## src/rtl/param_ring_counter.sv

```systemverilog
// param_ring_counter: width-parametrised one-hot ring / Johnson counter with up/down stepping,
// synchronous load, illegal-state recovery to SEED, and registered wrap/err pulses.
module param_ring_counter #(
    parameter int WIDTH = 4,
    parameter int MODE  = 0
) (
    input  logic             clk,
    input  logic             reset,
    input  logic             en,
    input  logic             dir,
    input  logic             load,
    input  logic [WIDTH-1:0] load_val,
    output logic [WIDTH-1:0] q,
    output logic             wrap,
    output logic             err
);
    localparam logic             JOHN = (MODE != 0);
    localparam logic [WIDTH-1:0] SEED = JOHN ? '0 : WIDTH'(1);
    logic [WIDTH-1:0] q_q, q_d, step;
    logic             wrap_q, wrap_d, err_q, err_d, legal;
    // Johnson legal states are the low-aligned thermometer codes and their complements
    always_comb begin
        legal  = JOHN ? (((q_q & (q_q + 1'b1)) == '0) || ((~q_q & (~q_q + 1'b1)) == '0))
                      : ((q_q != '0) && ((q_q & (q_q - 1'b1)) == '0));
        step   = dir ? {q_q[WIDTH-2:0], q_q[WIDTH-1] ^ JOHN} : {q_q[0] ^ JOHN, q_q[WIDTH-1:1]};
        q_d    = load ? load_val : !en ? q_q : legal ? step : SEED;
        wrap_d = !load && en && legal && (step == SEED);
        err_d  = !load && en && !legal;
    end
    always_ff @(posedge clk or posedge reset) begin
        if (reset) begin
            q_q    <= SEED;
            wrap_q <= 1'b0;
            err_q  <= 1'b0;
        end else begin
            q_q    <= q_d;
            wrap_q <= wrap_d;
            err_q  <= err_d;
        end
    end
    assign q    = q_q;
    assign wrap = wrap_q;
    assign err  = err_q;
endmodule

```

## config.mk

```make
export PLATFORM = sky130hd
export DESIGN_NAME = param_ring_counter
export DESIGN_NICKNAME = d
export VERILOG_FILES = /design/src/rtl/param_ring_counter.sv
export SDC_FILE = /design/constraint.sdc
export NUM_CORES = 1
export LEC_CHECK = 0
export ABC_AREA = 1
export CORE_AREA = 2 2 39 41
export CTS_CLUSTER_SIZE = 28
export DETAILED_ROUTE_END_ITERATION = 6
export DIE_AREA = 0 0 41 43
export GPL_TIMING_DRIVEN = 1
export HOLD_SLACK_MARGIN = 0.03
export SLEW_MARGIN = 20
export SYNTH_ARGS = -nofsm -noshare
export SYNTH_HDL_FRONTEND = slang
export SYNTH_SLANG_ARGS = --single-unit
```

## constraint.sdc

```tcl
create_clock -name clk -period 2.54 [get_ports clk]
set_input_delay 0.762 -clock clk [delete_from_list [all_inputs] [get_ports clk]]
set_output_delay 0.762 -clock clk [all_outputs]
set_load 0.02 [all_outputs]
```

==> out/qor.yml, run 1 <==
io_buffers: 14
relSlewSlack_pct: 79.6
rr_endpoint: "q[1]"
postRouteAntennaNets: 0
synth.avg_cell_area_sq_um: 7.01
drt_wl_total_um: 884
slowest_stage: "clkdlybuf4s50_1"
drt_iter0_markers: 5
die_h_um: 43
finalWorstSetupSlack_ns: 0.360
holdPathEnd: "q[0]"
drive_above_1_share_pct: 15.5
fin_cells: 87
placementRows: 14
fillers: 156
coreArea_sq_mm: 0.00138
netlist_area_sq_um: 372
rsz0062_at_grt: "false"
postCtsSetupRepairBufs: 0
postSynthNetCount: 62
power_density_mw_per_mm2: 569
detail_route.first_pass.iterations: 6
synth.yosys.seq_area_share_pct: 40.7
via_per_inst: 4.69
fin_nets: 81
wl_per_cell_um: 10.2
yosysWarnings: 0
max_stage_delay_ns: 0.61
clock_sinks: 6
fin_tns_setup_ns: 0
path_cells: "clkdlybuf4s50_1"
pin_count: 15
layout_min_cycle_time_ns: 2.18
setup_viol: 0
worst_pin_slew_ns: 0.304
clockBufferDepth: 2
reg2reg_depth: 5
p_leak_nw: 0.268
grt_overflow: 0
hp-class: "reg2reg"
via_count: 408
cts-resized-gates: 0
finalCritPeriodShare_pct: 85.8
slew_violations: 0
critical_path_buf_inv_count: 1
antenna_cells: 0
arrival_ns: 1.42
max_cap_viol_count: 0
cp_top_family: "buffers and inverters"
skew_ns: 0.00279
h-tree-depth: 1
max_clock_freq_mhz: 459
grt_max_degree: 9
cts_root_buf: "clkbuf_4"
cp-end-kind: "output port"
hpwl_um: 708
layout_commonest_cell: "nand2_1"
syn_inst: 53
drcViolationCount: 0
cp_max_fo: 5
syn_to_final_growth_pct: 50.2
synth.distinct_cells: 16
final_cell_mix: "nand2_1, clkdlybuf4s50_1, inv_1, dfrtp_1, nor2_1"
pre_cts_slack_ns: 0.620
numCtsBuffers: 3
r2r-start: "q[0]"
status: "complete, no violations"
grt_first_pass_wirelength_mm: 1.44
track_usage_pct: 12.8
holdPathStages: 2
vdd_drop_max_v: 0.000255
start_kind: "register"
postCtsHoldBufs: 0
start_util_pct: 26.9
dieArea_sq_mm: 0.00176
path_class: "reg2out"
clk-insertion-delay-late_ns: 0.25
antenna_found_initial: 0
die_w_um: 41
clk_pin_slew_ns: 0.05
synth-seq-cells: 6
cts_tree: "built"
r2r_setup_slack_ns: 1.42
required_ns: 1.78
dp_cells: 83
hold_violations: 0
hold_start: "q[0]"
place.gp.congestion: 0.726
grt_pass1_vias: 365
layout make-up:
type                            instances  area (sq um)  share of cell area [%]
Timing Repair Buffer                   14           140                    25.1
Multi-Input combinational cell         39           190                    34.1
Inverter                                8          30.0                    5.38
Clock buffer                            4          26.3                    4.71
Tap cell                               16          20.0                    3.59
Sequential cell                         6           151                    27.1
metrics by stage:
stage	util [%]	hold slack [ns]	power (mW)	cell area, sq um
finish	40.3	0.499	0.318	558
global route	40.3	0.530	0.340	558
CTS	40.3	0.503	0.320	558
detailed placement	38.4	0.497	0.222	532
global placement	38.4	0.487	0.222	532
floorplan	-	0.522	0.177	372
cell usage after synthesis (all sizes together):
library cell / instances / area, sq um
dfstp: 1 / 26.3
nand2: 20 / 82.6
nand3: 2 / 10.0
a21boi: 1 / 7.51
nand4: 3 / 18.8
a21oi: 1 / 5.00
nand3b: 1 / 7.51
o21ai: 3 / 15.0
a22oi: 3 / 22.5
dfrtp: 5 / 125
nor2: 5 / 21.3
inv: 8 / 30.0
power breakdown:
part	leakage [nW]	internal, mW	switching [mW]	total, mW
Combinational	0.178	0.0453	0.0547	0.100
Clock	0.0150	0.0598	0.0388	0.0986
Sequential	0.0752	0.107	0.0122	0.119
state kept, by name (all words and copies together) (netlist names):
signal and count:
q 4, err 1, wrap 1
worst max path at each step:
stage          startpoint    to  cells after the start
2_1_floorplan        q[0]  q[0]                      0
3_3_place_gp         q[0]  q[0]                      1
3_5_place_dp         q[0]  q[0]                      1
4_1_cts              q[0]  q[0]                      1
5_1_grt              q[0]  q[0]                      1
6_report             q[0]  q[0]                      1
layer usage:
layer	share of wire [%]	routed length (um)	vias up	GRT usage [%]
li1	-	-	210	-
met1	44	387	184	13.9
met2	50	442	12	18.8
met3	4.2	37	2	3.14
met4	1.9	17	0	12.0
met5	0	0	-	0
cell families after synthesis:
group           Yosys count  synth area share (%)
compound gates            8                  13.5
buf+inv                   8                  8.08
flops                     6                  40.7
simple gates             31                  37.7
Note: power is estimated with default switching activity, not from simulation.
==> run 2, diff against run 1 <==
CELL_PAD_IN_SITES_DETAIL_PLACEMENT = 0   (was unset)
CELL_PAD_IN_SITES_GLOBAL_PLACEMENT = 1   (was unset)
DONT_BUFFER_PORTS = 1   (was unset)
PLACE_DENSITY_LB_ADDON = 0.1   (was unset)
==> out/qor.yml, run 2 (same netlist as run 1, synthesis figures left out) <==
cp-end-kind: "output port"
relSlewSlack_pct: 74.1  # -5.6 points
clk_pin_slew_ns: 0.05  # about the same
wl_per_cell_um: 13.2  # +30%
place.gp.congestion: 0.716  # -1.4%
crit_start: "q[0]"
r2r_setup_slack_ns: 1.32  # -0.10 ns
detail_route.first_pass.iterations: 2  # -4
worst_pin_slew_ns: 0.389  # +0.0847 ns
fin_tns_setup_ns: 0  # unchanged
layout_commonest_cell: "nand2_1"
setup_viol: 0  # unchanged
h-tree-depth: 1  # unchanged
grt_overflow: 0  # unchanged
postCtsHoldBufs: 0  # unchanged
reg2reg_depth: 6  # +1
hpwl_um: 763  # +7.9%
dieArea_sq_mm: 0.00176  # unchanged
whs_ns: 0.311  # -0.189 ns
syn_to_final_growth_pct: 12.5
largest_reg_flops: 4  # unchanged
busiest_layer: "met1"
rr_endpoint: "wrap"
use_met1_pct: 18.5  # +4.6 points
antenna_cells: 0  # unchanged
clock_sinks: 6  # unchanged
grt_max_degree: 9  # unchanged
grt_use_met2_pct: 17.8  # -0.94 points
die_w_um: 41  # unchanged
io_buffers: 0  # -14
start_util_pct: 26.9  # unchanged
die_h_um: 43  # unchanged
r2r-start: "q[0]"
layout_min_cycle_time_ns: 1.65  # -0.534 ns
vdd_drop_max_v: 0.000208  # -18%
numCtsBuffers: 3  # unchanged
required_ns: 1.78  # about the same
arrival_ns: 0.88  # -0.54 ns
clockBufferDepth: 2  # unchanged
p_leak_nw: 0.214  # -20%
rsz0062_at_grt: "false"
placementRows: 14  # unchanged
power_density_mw_per_mm2: 691  # +21%
multi_input_area_sq_um: 190  # unchanged
postRouteAntennaNets: 0  # unchanged
max_cap_viol_count: 0  # unchanged
skew_ns: 0.0000924  # -0.00270 ns
postCtsSetupRepairBufs: 0  # unchanged
fillers: 167  # +7.1%
use_met3_pct: 6.28  # +3.1 points
fin_nets: 67  # -17%
cts-resized-gates: 0  # unchanged
track_usage_pct: 13.9  # +1.1 points
hold_violations: 0  # unchanged
drcViolationCount: 0  # unchanged
grt_pass1_vias: 346  # -5.2%
finalCritPeriodShare_pct: 64.8  # -21 points
drt_iter0_markers: 3  # -2
pin_count: 15  # unchanged
via_per_inst: 5.08  # +8.4%
antenna_found_initial: 0  # unchanged
max_clock_freq_mhz: 608  # +32%
cp_max_fo: 5  # unchanged
cts_tree: "built"
via_count: 371  # -9.1%
final_cell_mix: "nand2_1, inv_1, dfrtp_1, nor2_1"
slew_violations: 0  # unchanged
path_class: "reg2out"
cts_root_buf: "clkbuf_4"
clk-insertion-delay-late_ns: 0.25  # about the same
status: "complete, no violations"
grt_first_pass_wirelength_mm: 1.55  # +8.2%
coreArea_sq_mm: 0.00138  # unchanged
hp-class: "in2async"
drive_above_1_share_pct: 19.3  # +3.8 points
start_kind: "register"
drt_wl_total_um: 963  # +8.9%
register_area_sq_um: 151  # unchanged
-- run 2: cell types whose count changed in the layout (fill, tap and decap cells not counted), sizes merged --
| cell | before | now |
|---|---|---|
| clkdlybuf4s50 | 14 | 0 |
-- run 2: where the power goes --
part	internal [mW]	switching, mW
registers	0.107	0.0273
clock network	0.0598	0.0388
logic	0.0197	0.0359
-- run 2: final cells by class --
type,count,share of cell area [%]
multi-input combinational,39,45.5
sequential,6,36.2
clock buffer,4,6.29
inverter,8,7.19
tap,16,4.79
-- run 2: worst max path at each step --
stage / depth (start not counted) / slack, ns / end
2_1_floorplan: 0 / 1.18 / q[0]
3_3_place_gp: 0 / 1.16 / q[0]
3_5_place_dp: 0 / 1.16 / q[0]
4_1_cts: 0 / 0.89 / q[0]
5_1_grt: 0 / 0.87 / q[0]
6_report: 0 / 0.89 / q[0]
-- run 2: layer usage --
metal / up-vias / part of all wire (%)
li1: 180 / -
met1: 168 / 42
met2: 21 / 46
met3: 2 / 11
met4: 0 / 1.5
met5: - / 0
-- run 2: metrics by stage --
step	setup WS (ns)	area [sq um]	total power, mW	std cells	utilization [%]
floorplan	1.18	372	0.177	53	-
global placement	1.16	392	0.193	69	28.3
detailed placement	1.16	392	0.192	69	28.3
CTS	0.894	418	0.292	73	30.2
global route	0.873	418	0.310	73	30.2
finish	0.895	418	0.289	73	30.2
